**config.mk**
```make
export PLATFORM = sky130hd
export DESIGN_NAME = fsm_rr_arbiter
export DESIGN_NICKNAME = d
export VERILOG_FILES = /design/src/rtl/fsm_rr_arbiter.sv
export SDC_FILE = /design/constraint.sdc
export NUM_CORES = 1
export LEC_CHECK = 0
export CAP_MARGIN = 20
export CORE_ASPECT_RATIO = 0.8
export CORE_MARGIN = 2
export CORE_UTILIZATION = 35
export CTS_CLUSTER_SIZE = 30
export DETAILED_ROUTE_END_ITERATION = 10
export SYNTH_ARGS = -nofsm -noshare
export SYNTH_HDL_FRONTEND = slang
export SYNTH_SLANG_ARGS = --single-unit
```
**constraint.sdc**
```tcl
create_clock -name clk -period 1.8 [get_ports clk]
set_input_delay 0.45 -clock clk [delete_from_list [all_inputs] [get_ports clk]]
set_output_delay 0.45 -clock clk [all_outputs]
set_load 0.05 [all_outputs]
```
**src/rtl/fsm_rr_arbiter.sv**
```systemverilog
// fsm_rr_arbiter: round-robin arbiter handing a shared datapath to one of N requesters.
// A grant runs IDLE -> GRANT -> COOL -> IDLE. Every output comes straight from a flop.
// Optional build macro FSM_ARB_TIMEOUT_EN caps a grant at MAX_HOLD cycles and pulses
// timeout for the COOL cycle that follows a forced release.
module fsm_rr_arbiter #(
    parameter int unsigned N        = 4,
    parameter int unsigned MAX_HOLD = 8
) (
    input  logic                 clk,
    input  logic                 reset,
    input  logic [N-1:0]         req,
    input  logic [N-1:0]         done,
    output logic [N-1:0]         grant,
    output logic [$clog2(N)-1:0] grant_id,
    output logic                 busy,
    output logic                 timeout
);

    localparam int unsigned IdW       = $clog2(N);
    localparam logic [7:0]  HoldLimit = 8'(MAX_HOLD - 1);
    localparam logic [7:0]  HoldMax   = 8'hFF;

    typedef enum logic [1:0] {
        StIdle,
        StGrant,
        StCool
    } state_e;

    state_e           state_q, state_d;
    logic [N-1:0]     grant_q, grant_d;
    logic [IdW-1:0]   id_q, id_d;
    logic [IdW-1:0]   last_q, last_d;
    logic [7:0]       hold_q, hold_d;
    logic             timeout_q, timeout_d;
    logic             busy_q, busy_d;

    logic             any_req;
    logic             found;
    logic [IdW-1:0]   cand;
    logic [IdW-1:0]   winner;
    logic             release_c;
    logic             at_limit;
    logic [7:0]       hold_inc;

    assign any_req = |req;

    // Round-robin search: first requester after last_q, wrapping modulo N.
    always_comb begin
        winner = last_q;
        found  = 1'b0;
        cand   = '0;
        for (int unsigned k = 1; k <= N; k++) begin
            cand = IdW'((32'(last_q) + k) % N);
            if (!found && req[cand]) begin
                winner = cand;
                found  = 1'b1;
            end
        end
    end

    // Only the current owner's done/req can end a grant; other bits are ignored.
    assign release_c = done[id_q] | ~req[id_q];

`ifdef FSM_ARB_TIMEOUT_EN
    assign at_limit = (hold_q == HoldLimit);
`else
    assign at_limit = 1'b0;
`endif

    // Hold counter never wraps; it parks at its maximum.
    assign hold_inc = (hold_q == HoldMax) ? hold_q : hold_q + 8'd1;

    // State and registered outputs; synchronous active-low reset.
    always_ff @(posedge clk) begin
        if (!reset) begin
            state_q   <= StIdle;
            grant_q   <= '0;
            id_q      <= '0;
            last_q    <= IdW'(N - 1);
            hold_q    <= '0;
            timeout_q <= 1'b0;
            busy_q    <= 1'b0;
        end else begin
            state_q   <= state_d;
            grant_q   <= grant_d;
            id_q      <= id_d;
            last_q    <= last_d;
            hold_q    <= hold_d;
            timeout_q <= timeout_d;
            busy_q    <= busy_d;
        end
    end

    // Next-state decision.
    always_comb begin
        state_d = state_q;
        unique case (state_q)
            StIdle: begin
                if (any_req) begin
                    state_d = StGrant;
                end
            end
            StGrant: begin
                // A normal release takes precedence over the hold limit.
                if (release_c || at_limit) begin
                    state_d = StCool;
                end
            end
            StCool: begin
                state_d = StIdle;
            end
            default: begin
                state_d = StIdle;
            end
        endcase
    end

    // Next values of the registered outputs and bookkeeping.
    always_comb begin
        grant_d   = grant_q;
        id_d      = id_q;
        last_d    = last_q;
        hold_d    = hold_q;
        timeout_d = 1'b0;
        busy_d    = (state_d != StIdle);
        unique case (state_q)
            StIdle: begin
                if (state_d == StGrant) begin
                    grant_d = N'(1) << winner;
                    id_d    = winner;
                    last_d  = winner;
                    hold_d  = '0;
                end
            end
            StGrant: begin
                hold_d = hold_inc;
                if (state_d == StCool) begin
                    grant_d   = '0;
                    timeout_d = at_limit & ~release_c;
                end
            end
            StCool: begin
                grant_d = '0;
            end
            default: begin
                grant_d = '0;
            end
        endcase
    end

    assign grant    = grant_q;
    assign grant_id = id_q;
    assign busy     = busy_q;
    assign timeout  = timeout_q;

endmodule

```
==> Yosys cells after proc, flatten, opt, wreduce, memory -nomap -nowiden <==
Cells that the tools add are included.
{ "word_totals": {"register_bits": 11, "latchBits": 0, "mem_bits_rw": 0, "mem_bits_ro": 0, "input_bits": 10, "wordCells": 58, "memories": 0} }
{ "classes": {"add_sub_neg": 4, "multipliers": 0, "div": 0, "n_lt_le_gt_ge": 5, "eq_ne": 5, "shift": 1, "muxes": 25, "bitwise": 2, "reduce_logical": 11} }
{ "ops": {"columns": ["operator", "count"], "rows": [
  ["2-bit by 3-bit less-than comparator with 1-bit output, second input constant", 5],
  ["1-bit binary-select mux with 2-bit select", 6],
  ["2-bit two-way mux", 6],
  ["1-bit two-way mux", 9],
  ["4-bit two-way mux", 2],
  ["4-bit one-hot mux with 2 select lines", 1],
  ["2-bit by 1-bit adder with 2-bit output, second input constant", 2],
  ["2-bit adder, second input constant", 2],
  ["2-bit by 1-bit == test with 1-bit output, second input constant", 2],
  ["2-bit != test, second input constant", 2],
  ["2-bit one-hot mux with 2 select lines", 1],
  ["2-bit AND reduction", 2],
  ["4-bit OR reduction", 1],
  ["1-bit by 2-bit << shifter with 4-bit output, first input constant", 1],
  ["1-bit logical AND", 3],
  ["1-bit zero test", 3],
  ["2-bit == test, second input constant", 1],
  ["2-bit zero test", 1],
  ["2-bit nonzero test", 1],
  ["1-bit NOT", 1],
  ["1-bit bitwise OR", 1]
]} }

==> Logic depth before layout (Yosys ltp) <==
{ "depth": {"word_depth": 16, "depth_mapped": 5, "ltp_nobuf": 4} }

==> Worst setup path before layout <==
Ideal clock, no wire load.
{ "synth_path": {"path_type": "input to register", "startpoint": "input req[2]", "endpoint": "register grant_q[0], in the netlist grant[0]", "setup_ns": 0.117, "arrival_time_ns": 1.543, "setup_slack_ns": 0.140, "cell_stages": 4, "n_path_buf": 0, "path_cell_list": "or4_4 -> nor3b_4 -> nor4b_4 -> a32o_1"} }
{ "synth_between": {"elab_chain_cells": 15, "elab_cells_between_ends": 37, "classes_between": "eq/ne: 4; shift: 1; mux: 22; bitwise: 2; reduce/logical: 8"} }
{ "synth_lines": {"columns": ["element", "line_no", "source"], "rows": [
  ["start, declared", "11", "input logic [N-1:0] req,"],
  ["1-bit binary-select mux with 2-bit select", "54", "if (!found && req[cand]) begin"],
  ["1-bit two-way mux (implied by the code)", "54", null],
  ["1-bit two-way mux", "54", null],
  ["1-bit zero test", "54", null],
  ["1-bit logical AND", "54", null],
  ["1-bit two-way mux", "54", null],
  ["1-bit zero test", "54", null],
  ["1-bit logical AND", "54", null],
  ["1-bit two-way mux", "54", null],
  ["1-bit zero test", "54", null],
  ["1-bit logical AND", "54", null],
  ["2-bit two-way mux", "54", null],
  ["1-bit by 2-bit << shifter with 4-bit output", "129", "grant_d = N'(1) << winner;"],
  ["4-bit two-way mux", "128", "if (state_d == StGrant) begin"],
  ["4-bit one-hot mux with 2 select lines", "126", "unique case (state_q)"],
  ["end signal, assigned", "85", "grant_q <= grant_d;"],
  ["end, declared", "30", "logic [N-1:0] grant_q, grant_d;"]
]} }
Parallel ways exist; a longest one is shown, timed or not. The select of a mux whose other input is x is not followed.
A chain may end at the register's enable or synchronous reset.

==> Worst setup path in the final report <==
{ "layout_path": {"startpoint": "input req[2]", "endpoint": "register grant_q[2], in the netlist grant[2]"} }
The elaborated chain is that of the path after synthesis.

==> flow_metrics.py <==
metrics = {
    "placement": {
        "placed_cells": 102,
        "dpl.hpwl_um": 1010,
        "io_buffers": 16,
        "gp_congestion": 0.792,
    },
    "global_route": {
        "overflow": 0,
        "grt_pass1_vias": 480,
        "gr-usage-all-layers_pct": 14.1,
        "grt_pass1_wl_um": 2000,
        "grt_max_degree": 10,
        "antenna_found_initial": 0,
    },
    "critical_path": {
        "reg2reg_from": "last_q[1]",
        "cp-startpoint": "req[2]",
        "r2r_end": "grant[2]",
        "ff2ff_path_depth": 5,
        "rrSetupSlack_ns": 0.38,
        "cp_data_required_time_ns": 2.02,
        "cp_max_fo": 4,
        "critPathArrivalTime_ns": 1.96,
        "crit_path_end_kind": "flip-flop",
        "cp-start-kind": "input pin",
        "crit_type": "input pin to flip-flop",
    },
    "worst_hold_path": {
        "min-delay-start": "grant[1]",
        "min_to": "grant[1]",
        "hold_depth": 1,
        "hp-class": "flip-flop to flip-flop",
    },
    "drt": {
        "ant_nets": 0,
        "vias": 512,
        "routed-wl-met3_um": 66,
        "drcViolationCount": 0,
        "wl_met1_um": 601,
        "vias_per_cell": 4.83,
        "firstDrtPassIters": 3,
        "routed_wl_um": 1240,
        "dr_wl_met2_um": 556,
        "wire_per_inst_um": 11.7,
        "drt-initial-drc-count": 7,
        "top_layer_used": "met4",
    },
    "floorplanning": {
        "fp.dieW_um": 50.3,
        "die_h_um": 41.0,
        "dieArea_um2": 2060,
        "core_area_um2": 1610,
        "rows": 13,
        "ios": 18,
        "start_util_pct": 37.2,
    },
    "final_layout": {
        "fin_cells": 106,
        "syn_to_final_growth_pct": 39.2,
        "nNetsFinal": 95,
        "filler_cell_count": 152,
        "drive_gt1_share_pct": 34.5,
        "register_area_um2": 220,
        "n_antenna_cell": 0,
        "multiInputGateArea_um2": 349,
    },
    "clocking": {
        "clock-sinks": 11,
        "ctsRootBufferMaster": "clkbuf_4",
        "clkTransAtPathRegs_ns": 0.07,
        "cts_buffers": 3,
        "cts_buffer_depth": 2,
        "clk_latency_ns": 0.27,
        "htree_levels": 1,
        "postCtsHoldBufs": 0,
        "cts_tree": "yes",
    },
    "timing": {
        "setup_viol": 0,
        "slew_viol_final": 0,
        "max_freq_mhz": 574,
        "holdWs_ns": 0.468,
        "post-route-period-util_pct": 96.8,
        "hold_viol": 0,
        "rsz0062_at_grt": "false",
        "skew_ns": 0.00598,
        "tns_ns": 0,
        "period_minus_slack_ns": 1.74,
    },
    "synthesis": {
        "synth_edf_count": 0,
        "async_reset_ff_share_pct": 0,
        "synth_area_um2": 599,
        "ys_seq_area_share_pct": 36.7,
        "syn_nets": 68,
        "synth_ff_type": "dfxtp_1",
        "ys_warn_count": 0,
        "avgSynthCellArea_um2": 10.3,
        "synth_cell_types": 28,
        "synth_cells": 58,
        "synth-seq-cells": 11,
    },
    "power_and_ir_drop": {
        "vdd.ir_drop.worst_mv": 0.449,
        "p_leak_nw": 0.362,
        "p_per_area_nw_per_um2": 949,
        "finalPower_mw": 0.792,
    },
    "job": {
        "cap_violations": 0,
    },
    "outcome": {
        "status": "finished, final reports clean",
    },
}
[worst max-delay path by stage]
stage,end
after CTS,grant[0]
after global placement,grant[0]
after global routing,grant[3]
after floorplan,grant[0]
after detailed placement,grant[0]
final,grant[2]
[synth_stat cells (2+ instances only)]
master,instances,area [µm²]
mux2i_1,2,20.0
nor2_1,5,18.8
nand2b_1,5,31.3
o21ai_0,3,15.0
or2b_2,3,26.3
nand3b_1,2,15.0
dfxtp_1,11,220
a21oi_1,2,10.0
nand2_1,2,7.51
o2bb2ai_1,2,17.5
buf_4,2,15.0
a32o_1,2,20.0
nor3_1,2,10.0
[state kept, by name (all words and copies together) (netlist names)]
| register | cells |
|---|---|
| grant_id | 2 |
| state_q | 2 |
| busy | 1 |
| grant | 4 |
| last_q | 2 |
[cells by family (layout without fill, tap and decap cells)]
| group | count (synthesis) | in the layout | share of synthesized area [%] |
|---|---|---|---|
| AO/OA/AOI/OAI | 13 | 13 | 18.8 |
| multiplexers | 3 | 3 | 7.10 |
| AND/OR/NAND/NOR | 26 | 26 | 31.7 |
| buffers and inverters | 4 | 30 | 5.01 |
| other | 1 | 1 | 0.626 |
| flip-flops | 11 | 11 | 36.7 |
[layout by cell type (no fill, tap or decap)]
cell and instances:
buf_4 16, dfxtp_1 11, clkdlybuf4s50_1 6, nand2b_1 5, nor2_1 5, or2b_2 3, o21ai_0 3, clkbuf_4 3
dlygate4sd2_1 3, nand3b_1 2, nor3_1 2, a21oi_1 2, mux2i_1 2, nand2_1 2, a32o_1 2, o2bb2ai_1 2
or4_4 1, nor3b_4 1, a21o_2 1, a31oi_1 1, inv_1 1, and3b_1 1, nor4b_4 1, and2b_1 1
mux4_2 1, o2bb2ai_4 1, a211oi_1 1, and3_1 1, nand3_1 1, conb_1 1, clkinv_2 1
[critical path: stages]
cell and delay, ns:
clkdlybuf4s50_1 0.48, buf_4 0.12, nand2b_1 0.04, mux4_2 0.51, o2bb2ai_4 0.21, a32o_1 0.14
[metrics by stage]
stage               utilization [%]  setup WS, ns  cell area [µm²]
floorplan                         -         0.140              599
global placement               50.3        -0.323              811
detailed placement             50.3        -0.354              811
CTS                            51.8        0.0543              835
global route                   51.8     0.0000129              835
finish                         51.8        0.0580              835
[what timing repair did]
item,in CTS,in global routing
setup endpoints to repair,7,0
gates resized for setup,3,0
hold endpoints to repair,0,0
setup buffers,0,0
[layer usage]
layer / track usage [%] / up-vias
li1: - / 263
met5: 0 / -
met2: 23.7 / 12
met4: 8.33 / 0
met3: 5.47 / 5
met1: 15.8 / 232
[power breakdown]
group	switching (mW)	total, mW	internal (mW)
Sequential	0.0368	0.316	0.279
Combinational	0.169	0.309	0.140
Clock	0.0844	0.167	0.0823
[final cells by class]
type                    instances  area share, %
clock buffers                   3           2.70
clock inverters                 1          0.600
inverters                       1          0.450
multi-input cells              43           41.8
flip-flops and latches         11           26.4
well taps                      22           3.30
repair buffers                 25           24.7
Note: power is estimated with default switching activity, not from simulation.
==> variant 1 (same flow settings) <==
Make the reset (`reset`) asynchronous in one clocked block. Comments in the files are not updated.
--- a/src/rtl/fsm_rr_arbiter.sv
+++ b/src/rtl/fsm_rr_arbiter.sv
@@ -73,3 +73,3 @@
     // State and registered outputs; synchronous active-low reset.
-    always_ff @(posedge clk) begin
+    always_ff @(posedge clk or negedge reset) begin
         if (!reset) begin
Formal check against the unedited RTL: differs if reset is asserted again (counterexample within 4 cycles, from zero or initial values and one cycle with reset low); with reset held inactive, the same outputs for 4 cycles.
==> variant 1 against the unedited design <==
- critical path depth unchanged
- clock skew down 1.9 ps
- utilization up 0.69 points
- cell area up 0.30%
- routed wire length up 12%
- sequential cell count unchanged
- synthesized area down 3.3%
- worst setup slack worse by 17 ps
- critical endpoint is now grant[1]$_DFFE_PN0P_
- largest cell class unchanged
Power is not compared: it rests on default switching activity, and its combinational part moved more than twofold at a synthesized area within 25%.
==> variant 1: results (changes against the unedited design) <==
multiplexer share of the synthesized area: 0% (-7.1 points)
outcome: finished, final reports clean
max incr delay on CP: 430 ps (-80 ps)
DP Worst Slack: -461 ps (-107 ps)
Non-clock buffers, area share: 25.1% (+0.37 points)
first-pass GRT wire length: 2.17 mm (+8.2%)
Post-Syn Instances: 54 (-6.9%)
met2 Usage GRT: 27.0% (+3.3 points)
reg2reg path depth: 4 (-1)
final net count: 92 (-3.2%)
share of layout cells above drive strength 1: 32.1% (-2.4 points)
post-route insts no fill: 103 (-2.8%)
clk tree area frac: 3.14% (-0.16 points)
num sequential: 11 (unchanged)
setup slack, reg-to-reg: 310 ps (-70 ps)
# clk buffers: 4 (+1)
comb_multi_in: 40 (-7.0%)
multi-input combinational area share: 34.8% (-7.0 points)
Syn Nets: 64 (-5.9%)
Critical R2R Capture: grant[1]$_DFFE_PN0P_
worst endpoint data arrival time: 1910 ps (-50 ps)
compound-gate portion of the synthesized area: 20.7% (+1.9 points)
Iter 0 DRT Violations: 14 (+7)
Hold WC Path Type: in2async
grt met3 use: 4.10% (-1.4 points)
fillcell total: 154 (+1.3%)
fraction of area in registers: 33.2% (+6.8 points)
ys async rst share: 100% (+100 points)
GPL Wtd Cong: 0.768 (-3.1%)
Detail Placement HPWL: 1.06 mm (+5.0%)
Slowest-stage cell, CP: clkdlybuf4s50_1
## variant 1: cell families (layout without fill, tap and decap cells)
logic type | count (synthesis) | after routing
AOI/OAI and AO/OA | 16 | 16
buffers and inverters | 3 | 30
and+or+nand+nor | 23 | 23
other | 1 | 1
DFF | 11 | 11
## variant 1: power breakdown
part / internal, mW / switching, mW
registers: 0.384 / 0.115
logic: 0.357 / 0.519
clock network: 0.0857 / 0.0801
## variant 1: metal layers
metal | wire, um | part of all wire [%]
met5 | 0 | 0
met4 | 10 | 0.72
met3 | 107 | 7.7
met2 | 629 | 45
met1 | 638 | 46
## variant 1: worst max-delay path by stage
stage                                 start                      end  depth (start not counted)
floorplan           grant_id[1]$_DFFE_PN0P_     grant[1]$_DFFE_PN0P_                          4
global placement                     req[2]  grant_id[0]$_DFFE_PN0P_                          5
detailed placement                   req[0]  grant_id[0]$_DFFE_PN0P_                          5
CTS                                  req[3]     grant[1]$_DFFE_PN0P_                          6
global route                         req[3]     grant[1]$_DFFE_PN0P_                          6
finish                               req[3]     grant[1]$_DFFE_PN0P_                          6
## variant 1: per-stage QoR
stage / cell area (sq um) / hold slack [ps] / TNS [ps] / utilization, %
3_3_place_gp: 798 / 477 / -2430 / 50.1
6_report: 837 / 497 / 0 / 52.5
5_1_grt: 837 / 525 / 0 / 52.5
2_1_floorplan: 579 / 154 / 0 / -
4_1_cts: 830 / 501 / 0 / 52.0
3_5_place_dp: 798 / 475 / -3220 / 50.1
## variant 1: worst register-to-register path, stage by stage, from the launching register on
cell	delay [ps]
dfrtp_1	450
and4b_1	270
nor4_4	310
o21ai_2	130
a32o_1	220
## variant 1: what timing repair did
action	4_1_cts	5_1_grt
buffers inserted	0	1
resized for setup	1	0
endpoints found under the setup margin	4	4
pin swaps	0	3
==> variant 2 (config.mk and constraints unchanged) <==
Without the edit above. `N`: 4 -> 8.
--- a/src/rtl/fsm_rr_arbiter.sv
+++ b/src/rtl/fsm_rr_arbiter.sv
@@ -5,3 +5,3 @@
 module fsm_rr_arbiter #(
-    parameter int unsigned N        = 4,
+    parameter int unsigned N        = 8,
     parameter int unsigned MAX_HOLD = 8
Ports: changed (resized done, grant, grant_id and req); port bits go from 18 to 31. The function was not compared with the original's and may differ.
==> variant 2 against the unedited design <==
- via count grew to 3.4 times the old value
- cell area rose to 3.1 times the old value
- largest power group is now combinational cells
- routed wire length rose to 4.1 times the old value
- synthesized area increased to 2.5 times the old value
- largest cell class unchanged
- the flow now finishes with violations (negative setup slack)
- critical path depth rose by 6
- power grew to 7.4 times the old value
- die area rose by 140%
- utilization increased by 9.7 points
- sequential cell count is 6 higher
- worst setup slack lost 1100 ps
==> variant 2: results (changes against the unedited design) <==
Hold WC Path Type: reg2reg
GPL Wtd Cong: 0.876 (+11%)
final net count: 283 (+200%)
number of distinct library cells after synthesis: 52 (+86%)
max FFs per register: 8 (+4)
family with the most delay on the worst path: multiplexers
first-pass GRT wire length: 8.10 mm (+300%)
All-Layer GR Usage: 20.3% (+6.3 points)
Detail Placement HPWL: 3.62 mm (+260%)
Gate power share: 84.0% (+45 points)
worst endpoint data arrival time: 2940 ps (+980 ps)
Post-Route WL: 5.07 mm (+310%)
outcome: finished, violations left
vias in the first global route: 1,735 (+260%)
placed instance area: 2240 sq um (+180%)
Iter 0 DRT Violations: 61 (+54)
Syn Nets: 190 (+180%)
level count of the clock H-tree: 1 (unchanged)
DRT Pass-1 Iters: 4 (+1)
largest net degree at the start of global routing: 11 (+1)
share of layout cells above drive strength 1: 50.4% (+16 points)
post-synthesis sequential area ratio: 22.5% (-14 points)
Avg Synthesized Cell Area: 8.90 sq um (-14%)
skew final: 7.09 ps (+1.11 ps)
CTS Buffer Depth: 2 (unchanged)
Synthesis Warnings: 0 (unchanged)
CTS clock-pin slew for the worst setup and hold paths: 70 ps (about the same)
violated checks: negative setup slack
routed length per placed instance: 15.9 um (+36%)
switching power: 2.75 mW (+850%)
IR drop worst, VDD: 1370 uV (+200%)
Buffers on Ports: 29 (+13)
seq pwr: 0.648 mW (+110%)
top cells by count, synth: nand2_1 (19), dfxtp_1 (17), a21oi_1 (11), mux4_2 (11), inv_1 (10)
placed cell count: 302 (+200%)
ant diodes: 0 (unchanged)
clock latency on the worst-skew pair: 250 ps (-20 ps)
clk root buf: clkbuf_8
DR vias/cell: 5.44 (+13%)
final worst slack: -1000 ps (-1060 ps)
DP Worst Slack: -1380 ps (-1020 ps)
P_comb: 4.93 mW (+1500%)
max incr delay on CP: 570 ps (+60 ps)
Synth area leaders: dfxtp_1 (22%), mux4_2 (16%), nand2_1 (4.7%)
Static Leak: 1.11 nW (+210%)
endpoints failing setup: 14 (+14)
setup TNS: -12,700 ps (-12,700 ps)
CP Max Fanout: 5 (+1)
==> variant 2: path summary, 6_finish.rpt <==
kind                                              from               endpoint  slack [ps]  cells after the start
worst min register to register   grant[2]$_SDFFE_PN0P_  grant[2]$_SDFFE_PN0P_         480                      1
worst max register to register  last_q[0]$_SDFFE_PN1P_  grant[0]$_SDFFE_PN0P_       -1000                     12
worst min-delay path             grant[2]$_SDFFE_PN0P_  grant[2]$_SDFFE_PN0P_         480                      1
worst max-delay path            last_q[0]$_SDFFE_PN1P_  grant[0]$_SDFFE_PN0P_       -1000                     12
==> variant 2: cells by family after synthesis <==
group	share of synthesized area (%)
AO/OA/AOI/OAI	24.3
AND/OR/NAND/NOR	18.2
multiplexers	23.7
buffers and inverters	5.87
flip-flops	22.5
XOR/XNOR	3.47
adder cells (fa/ha/maj)	1.65
other	0.248
==> variant 2: what timing repair did <==
action                                  CTS  global route
buffers inserted                          8             5
endpoints found under the setup margin   16            16
gates cloned                              1             0
gates resized for setup                  23            24
pin swaps                                 8             8
==> variant 2: metrics by stage <==
| step | hold slack (ps) | utilization [%] |
|---|---|---|
| final | 476 | 61.6 |
| after global routing | 501 | 61.6 |
| after CTS | 467 | 57.9 |
| after detailed placement | 454 | 53.7 |
| after global placement | 443 | 53.7 |
| after floorplan | 467 | - |
==> variant 2: cell type report <==
| class | count | area, sq um |
|---|---|---|
| tap | 57 | 71.3 |
| fill | 341 | 1610 |
| timing repair buffer | 98 | 806 |
| multi-input combinational | 132 | 1260 |
| inverter | 11 | 43.8 |
| sequential | 17 | 344 |
| clock buffer | 4 | 45.0 |
==> variant 2: routing by layer <==
metal	track usage, %	part of all wire (%)	vias up
met5	0	0	-
met4	3.57	1.6	0
met3	3.90	2.5	6
met2	36.2	52	30
met1	25.8	43	858
li1	-	-	841
